--- src/rtl/valid_pattern_gen.sv ---
// VALTRAIN word source for mainband valid-lane training: emits 32'hF0F0F0F0
// words (optionally error-masked) as a fixed-length burst or a free-running stream.
module valid_pattern_gen #(
  parameter int ITERATIONS = 128,
  parameter int CNT_W      = 16
) (
  input  logic             i_clk,
  input  logic             i_rst_n,
  input  logic             i_start,
  input  logic [1:0]       i_mode,
  input  logic             i_stop,
  input  logic             i_tx_ready,
  input  logic [31:0]      i_err_mask,
  output logic [31:0]      o_word,
  output logic             o_word_valid,
  output logic             o_busy,
  output logic             o_done,
  output logic             o_aborted,
  output logic             o_mode_err,
  output logic [CNT_W-1:0] o_words_sent
);

  localparam int          WORDS   = ITERATIONS / 4;
  localparam int          REM_W   = $clog2(WORDS + 1);
  localparam logic [31:0] PATTERN = 32'hF0F0_F0F0;
  localparam logic [1:0]  MODE_ITER   = 2'b01;
  localparam logic [1:0]  MODE_CONSEC = 2'b10;

  typedef enum logic [1:0] {S_IDLE, S_SEND, S_DONE} state_t;

  state_t             r_state, w_state_nxt;
  logic               r_mode_iter, w_mode_iter_nxt;
  logic [REM_W-1:0]   r_remain, w_remain_nxt;
  logic               r_stop_pend, w_stop_pend_nxt;
  logic [31:0]        r_word, w_word_nxt;
  logic               r_word_valid, w_word_valid_nxt;
  logic               r_busy, w_busy_nxt;
  logic               r_done, w_done_nxt;
  logic               r_aborted, w_aborted_nxt;
  logic               r_mode_err, w_mode_err_nxt;
  logic [CNT_W-1:0]   r_words_sent, w_words_sent_nxt;

  logic w_accept, w_last, w_stop, w_legal;

  assign w_accept = r_word_valid && i_tx_ready;
  assign w_last   = r_mode_iter && (r_remain == REM_W'(1));
  // A stop seen while the serializer stalls is remembered until the word goes out.
  assign w_stop   = r_stop_pend || i_stop;
  assign w_legal  = (i_mode == MODE_ITER) || (i_mode == MODE_CONSEC);

  // NOTE: sequential state uses non-blocking assignments and resets asynchronously.
  always_ff @(posedge i_clk or negedge i_rst_n) begin
    if (!i_rst_n) begin
      r_state <= S_IDLE;
    end else begin
      r_state <= w_state_nxt;
    end
  end

  always_comb begin
    w_state_nxt = r_state;
    unique case (r_state)
      S_IDLE: if (i_start && w_legal) w_state_nxt = S_SEND;
      S_SEND: if (w_accept && (w_last || w_stop)) w_state_nxt = S_DONE;
      S_DONE: w_state_nxt = S_IDLE;
      default: w_state_nxt = S_IDLE;
    endcase
  end

  // Computes the next value of every registered output and counter.
  always_comb begin
    // NOTE: every signal gets a default first so no path infers a latch.
    w_mode_iter_nxt   = r_mode_iter;
    w_remain_nxt      = r_remain;
    w_stop_pend_nxt   = r_stop_pend;
    w_word_nxt        = r_word;
    w_word_valid_nxt  = 1'b0;
    w_busy_nxt        = 1'b0;
    w_done_nxt        = 1'b0;
    w_aborted_nxt     = 1'b0;
    w_mode_err_nxt    = 1'b0;
    w_words_sent_nxt  = r_words_sent;
    unique case (r_state)
      S_IDLE: begin
        w_word_nxt      = '0;
        w_stop_pend_nxt = 1'b0;
        if (i_start) begin
          if (w_legal) begin
            w_mode_iter_nxt  = (i_mode == MODE_ITER);
            w_remain_nxt     = REM_W'(WORDS);
            w_words_sent_nxt = '0;
            w_word_nxt       = PATTERN ^ i_err_mask;
            w_word_valid_nxt = 1'b1;
            w_busy_nxt       = 1'b1;
          end else begin
            w_mode_err_nxt = 1'b1;
          end
        end
      end
      S_SEND: begin
        w_word_valid_nxt = 1'b1;
        w_busy_nxt       = 1'b1;
        if (i_stop) w_stop_pend_nxt = 1'b1;
        if (w_accept) begin
          if (r_words_sent != '1) w_words_sent_nxt = r_words_sent + CNT_W'(1);
          if (r_mode_iter) w_remain_nxt = r_remain - REM_W'(1);
          if (w_last || w_stop) begin
            w_word_nxt       = '0;
            w_word_valid_nxt = 1'b0;
            w_busy_nxt       = 1'b0;
            w_done_nxt       = 1'b1;
            // Stop on the final burst word still counts as normal completion.
            w_aborted_nxt    = r_mode_iter && !w_last;
          end else begin
            w_word_nxt = PATTERN ^ i_err_mask;
          end
        end
      end
      S_DONE: begin
        w_word_nxt      = '0;
        w_stop_pend_nxt = 1'b0;
        w_remain_nxt    = '0;
      end
      default: w_word_nxt = '0;
    endcase
  end

  always_ff @(posedge i_clk or negedge i_rst_n) begin
    if (!i_rst_n) begin
      r_mode_iter  <= 1'b0;
      r_remain     <= '0;
      r_stop_pend  <= 1'b0;
      r_word       <= '0;
      r_word_valid <= 1'b0;
      r_busy       <= 1'b0;
      r_done       <= 1'b0;
      r_aborted    <= 1'b0;
      r_mode_err   <= 1'b0;
      r_words_sent <= '0;
    end else begin
      r_mode_iter  <= w_mode_iter_nxt;
      r_remain     <= w_remain_nxt;
      r_stop_pend  <= w_stop_pend_nxt;
      r_word       <= w_word_nxt;
      r_word_valid <= w_word_valid_nxt;
      r_busy       <= w_busy_nxt;
      r_done       <= w_done_nxt;
      r_aborted    <= w_aborted_nxt;
      r_mode_err   <= w_mode_err_nxt;
      r_words_sent <= w_words_sent_nxt;
    end
  end

  assign o_word       = r_word;
  assign o_word_valid = r_word_valid;
  assign o_busy       = r_busy;
  assign o_done       = r_done;
  assign o_aborted    = r_aborted;
  assign o_mode_err   = r_mode_err;
  assign o_words_sent = r_words_sent;

endmodule
--- config.mk ---
export PLATFORM = sky130hd
export DESIGN_NAME = valid_pattern_gen
export DESIGN_NICKNAME = d
export VERILOG_FILES = /design/src/rtl/valid_pattern_gen.sv
export SDC_FILE = /design/constraint.sdc
export NUM_CORES = 1
export LEC_CHECK = 0
export ABC_AREA = 0
export CORE_MARGIN = 3
export CORE_UTILIZATION = 30
export DETAILED_ROUTE_END_ITERATION = 7
export HOLD_SLACK_MARGIN = 0.08
export PLACE_DENSITY_LB_ADDON = 0.1
export SLEW_MARGIN = 20
export SYNTH_ARGS = -nofsm -noshare
export SYNTH_HDL_FRONTEND = slang
export SYNTH_SLANG_ARGS = --single-unit
--- constraint.sdc ---
create_clock -name i_clk -period 2.2 [get_ports i_clk]
set_input_delay 0.44 -clock i_clk [delete_from_list [all_inputs] [get_ports i_clk]]
set_output_delay 0.44 -clock i_clk [all_outputs]
set_load 0.005 [all_outputs]
==> impl_results.md <==
- Synth Area in Adders: 0.03230
- CTS Buffer Depth: 2
- Count of different cell masters after synthesis: 54
- Iter 0 DRT Violations: 140
- Nets: 449
- Critical path endpoint category: flop
- Fin crit period: 2129 ps
- Pins Over Slew Limit: 0
- Post-synthesis compound-gate area fraction: 0.2507
- Max incr delay on CP: 480 ps
- Number of max-cap violations: 0
- Avg Inst Size Synth: 10.61 um^2
- Setup violation total in the final timing report: 0
- P per Cell Area: 1115 nW/um^2
- Clk_lat worst skew: 340 ps
- Ys flop type: dfrtp_1
- R2r worst-path depth: 7
- Pre-CTS setup slack: -322.1 ps
- CP startpoint kind: input pin
- Synth Area in XOR/XNOR: 0
- Post-DP HPWL: 5895 um
- Fillers: 984
- Synthesis-to-layout area growth: 45.62%
- CP Cell Sequence: clkdlybuf4s50_1, inv_1, ha_1, nand2b_1, buf_4, a2111oi_1, a21oi_1, o22ai_1
- Boundary Pins: 92
- Routed WL per cell: 15.22 um
- Final hold vios: 0
- Die height: 107.6 um
- Gr usage total: 0.1490
- Largest net degree at the start of global routing: 63
- Initial Util: 0.3128
- Layout cell share with drive strength beyond 1: 0.1400
- Period utilization: 0.9677
- Die area: 11590 um^2
- CTS HTree Levels: 3
- Vias in the first global route: 2710
- Mux contribution to synthesized area: 0.02019
- CTS tree: done
- LEAKAGE: 1.903 nW
- Crit Path Max Fanout: 4
- # DRC: 0
- Root Buffer: clkbuf_8
- First-pass GRT wire length: 13580 um
- Via count: 2675
- Worst clock skew: 10.92 ps
- Worst EP required: 2470 ps
- Flops & latches, synth: 62
- Largest delay share family, worst path: compound AO/OA/AOI/OAI gates
- Placed insts: 523
- Placer Congestion: 0.7683
- Worst flop-to-flop path endpoint: o_word[1]
- Syn_nets: 339
- Part of the Yosys area used for sequential elements: 0.5006
- Syn Inst Count: 292
- Max IR drop VDD: 0.4145 mV
- Yosys Warn Count: 0
- Post-synthesis cell area: 3099 um^2
- Status: completed
- CTS hold repair buffers: 0
- Unrepaired setup endpoints after global routing: no
- Drt via density: 4.954
- Hold/Removal Path Class: input pin to asynchronous set/reset pin
- Master of the slowest instance on the critical path: a2111oi_1
- I/O Buffers: 91
- Num rows: 36
- Total power draw: 5.031 mW
- Main combinational cell family by area after synthesis: compound AO/OA/AOI/OAI gates
- Final Non-Filler Cells: 540
- EDFF count, synth: 0
- Clock Sinks: 62
- R2R Setup Slk: 220 ps
- Initial antenna violation count: 0
- Setup_tns: 0 ps
- Crit Path Class: input pin to flop
- Core Area: 9910 um^2
- Reg-to-reg startpoint: r_state[1]
- GRT Residual Overflow: 0
- First-pass detailed-route iteration total: 4
- Simple-gate portion of the synthesized area: 0.1409
- Final Hold Slack: 97.40 ps
- Die Span X: 107.6 um
- FMAX: 469.7 MHz
- Final wirelength: 8220 um
- Async S/R FF share, synth: 1.000
- CTS Buf Count: 9
- Clock transition at path regs: 80 ps
- Slew HR: 0.6192
- Worst Path Buf+Inv: 3
- Diode count: 0
- CP arrival: 2400 ps
- Tightest Pin Transition: 565.3 ps
- DRT antenna net count: 0
- Final WS setup: 70.97 ps
==> registers in the layout, indices dropped and copies added, names as in the netlist <==
signal and flops:
o_done 1, o_words_sent 16, r_stop_pend 1, o_word 32, r_remain 6, o_busy 1
r_state 2, o_aborted 1, o_mode_err 1, r_mode_iter 1
==> layout make-up <==
class	count	area, um^2	share of cell area
tap	133	166.4	0.03687
clock buffer	10	137.6	0.03050
sequential	62	1551	0.3438
timing repair buffer	115	1124	0.2490
multi-input combinational	196	1396	0.3094
inverter	18	67.56	0.01497
clock inverter	6	70.07	0.01553
==> layout by cell type, fill, tap and decap left out, drive strengths merged, types with 7 or more instances in the layout <==
cell type and instances:
dfrtp 62, nand2 31, o21ai 31, buf 25, ha 8, clkdlybuf4s50 90, inv 19, a21oi 7
nand4 7, clkbuf 10, nor2 10, a22o 18
==> layer usage <==
metal | track usage | wire, um
met1 | 0.1875 | 3669
met3 | 0.04319 | 409
met4 | 0.04328 | 76
met5 | 0 | 0
met2 | 0.2482 | 4064
==> worst max-delay path by stage <==
stage	start	endpoint	cells after the start
global route	i_mode[1]	r_state[0]	8
CTS	i_mode[1]	o_words_sent[6]	8
finish	i_mode[1]	o_words_sent[6]	8
global placement	i_mode[1]	o_words_sent[6]	8
detailed placement	i_mode[1]	o_words_sent[6]	8
floorplan	i_mode[1]	o_words_sent[2]	6
==> Yosys cell counts (all sizes together), types with 2 or more instances <==
cell type / n / area, um^2
a211o: 2 / 17.52
a211oi: 6 / 62.56
a21oi: 7 / 35.03
a22o: 18 / 157.7
a2bb2oi: 2 / 17.52
a41oi: 2 / 25.03
and3: 3 / 18.77
and4: 5 / 43.79
buf: 12 / 88.82
clkbuf: 4 / 15.01
dfrtp: 62 / 1551
ha: 8 / 100.1
inv: 18 / 67.56
mux2: 2 / 22.52
mux2i: 4 / 40.04
nand2: 31 / 123.9
nand2b: 4 / 25.02
nand3: 6 / 30.03
nand4: 7 / 50.05
nor2: 10 / 37.54
nor2b: 2 / 12.51
nor3: 5 / 36.29
nor4: 4 / 25.02
o2111ai: 4 / 35.03
o211ai: 4 / 30.03
o21ai: 31 / 155.2
o221ai: 5 / 43.79
o22ai: 2 / 12.51
o2bb2ai: 3 / 26.28
o31ai: 5 / 51.30
or2: 2 / 12.51
==> cell families after synthesis <==
kind of cell,count (synthesis)
AND/OR/NAND/NOR,82
adder cells (fa/ha/maj),8
buffers and inverters,34
AO/OA/AOI/OAI,100
multiplexers,6
flip-flops,62
==> repair_timing <==
item | CTS | global route
setup buffers | 0 | 1
resized for setup | 1 | 1
hold endpoints to repair | 0 | 0
endpoints found under the setup margin | 1 | 9
pin swaps | 0 | 1
==> power by group <==
| group | total, mW | internal [mW] | switching [mW] |
|---|---|---|---|
| Clock | 1.05 | 0.559 | 0.488 |
| Sequential | 1.69 | 1.42 | 0.273 |
| Combinational | 2.30 | 1.16 | 1.13 |
| Total | 5.03 | 3.14 | 1.90 |
==> stage by stage <==
step,util,instance area (um^2)
after global routing,0.4554,4513
after floorplan,-,3099
after CTS,0.4533,4492
final,0.4554,4513
after detailed placement,0.4312,4273
after global placement,0.4312,4273
Power figures use the tool's default switching activity.
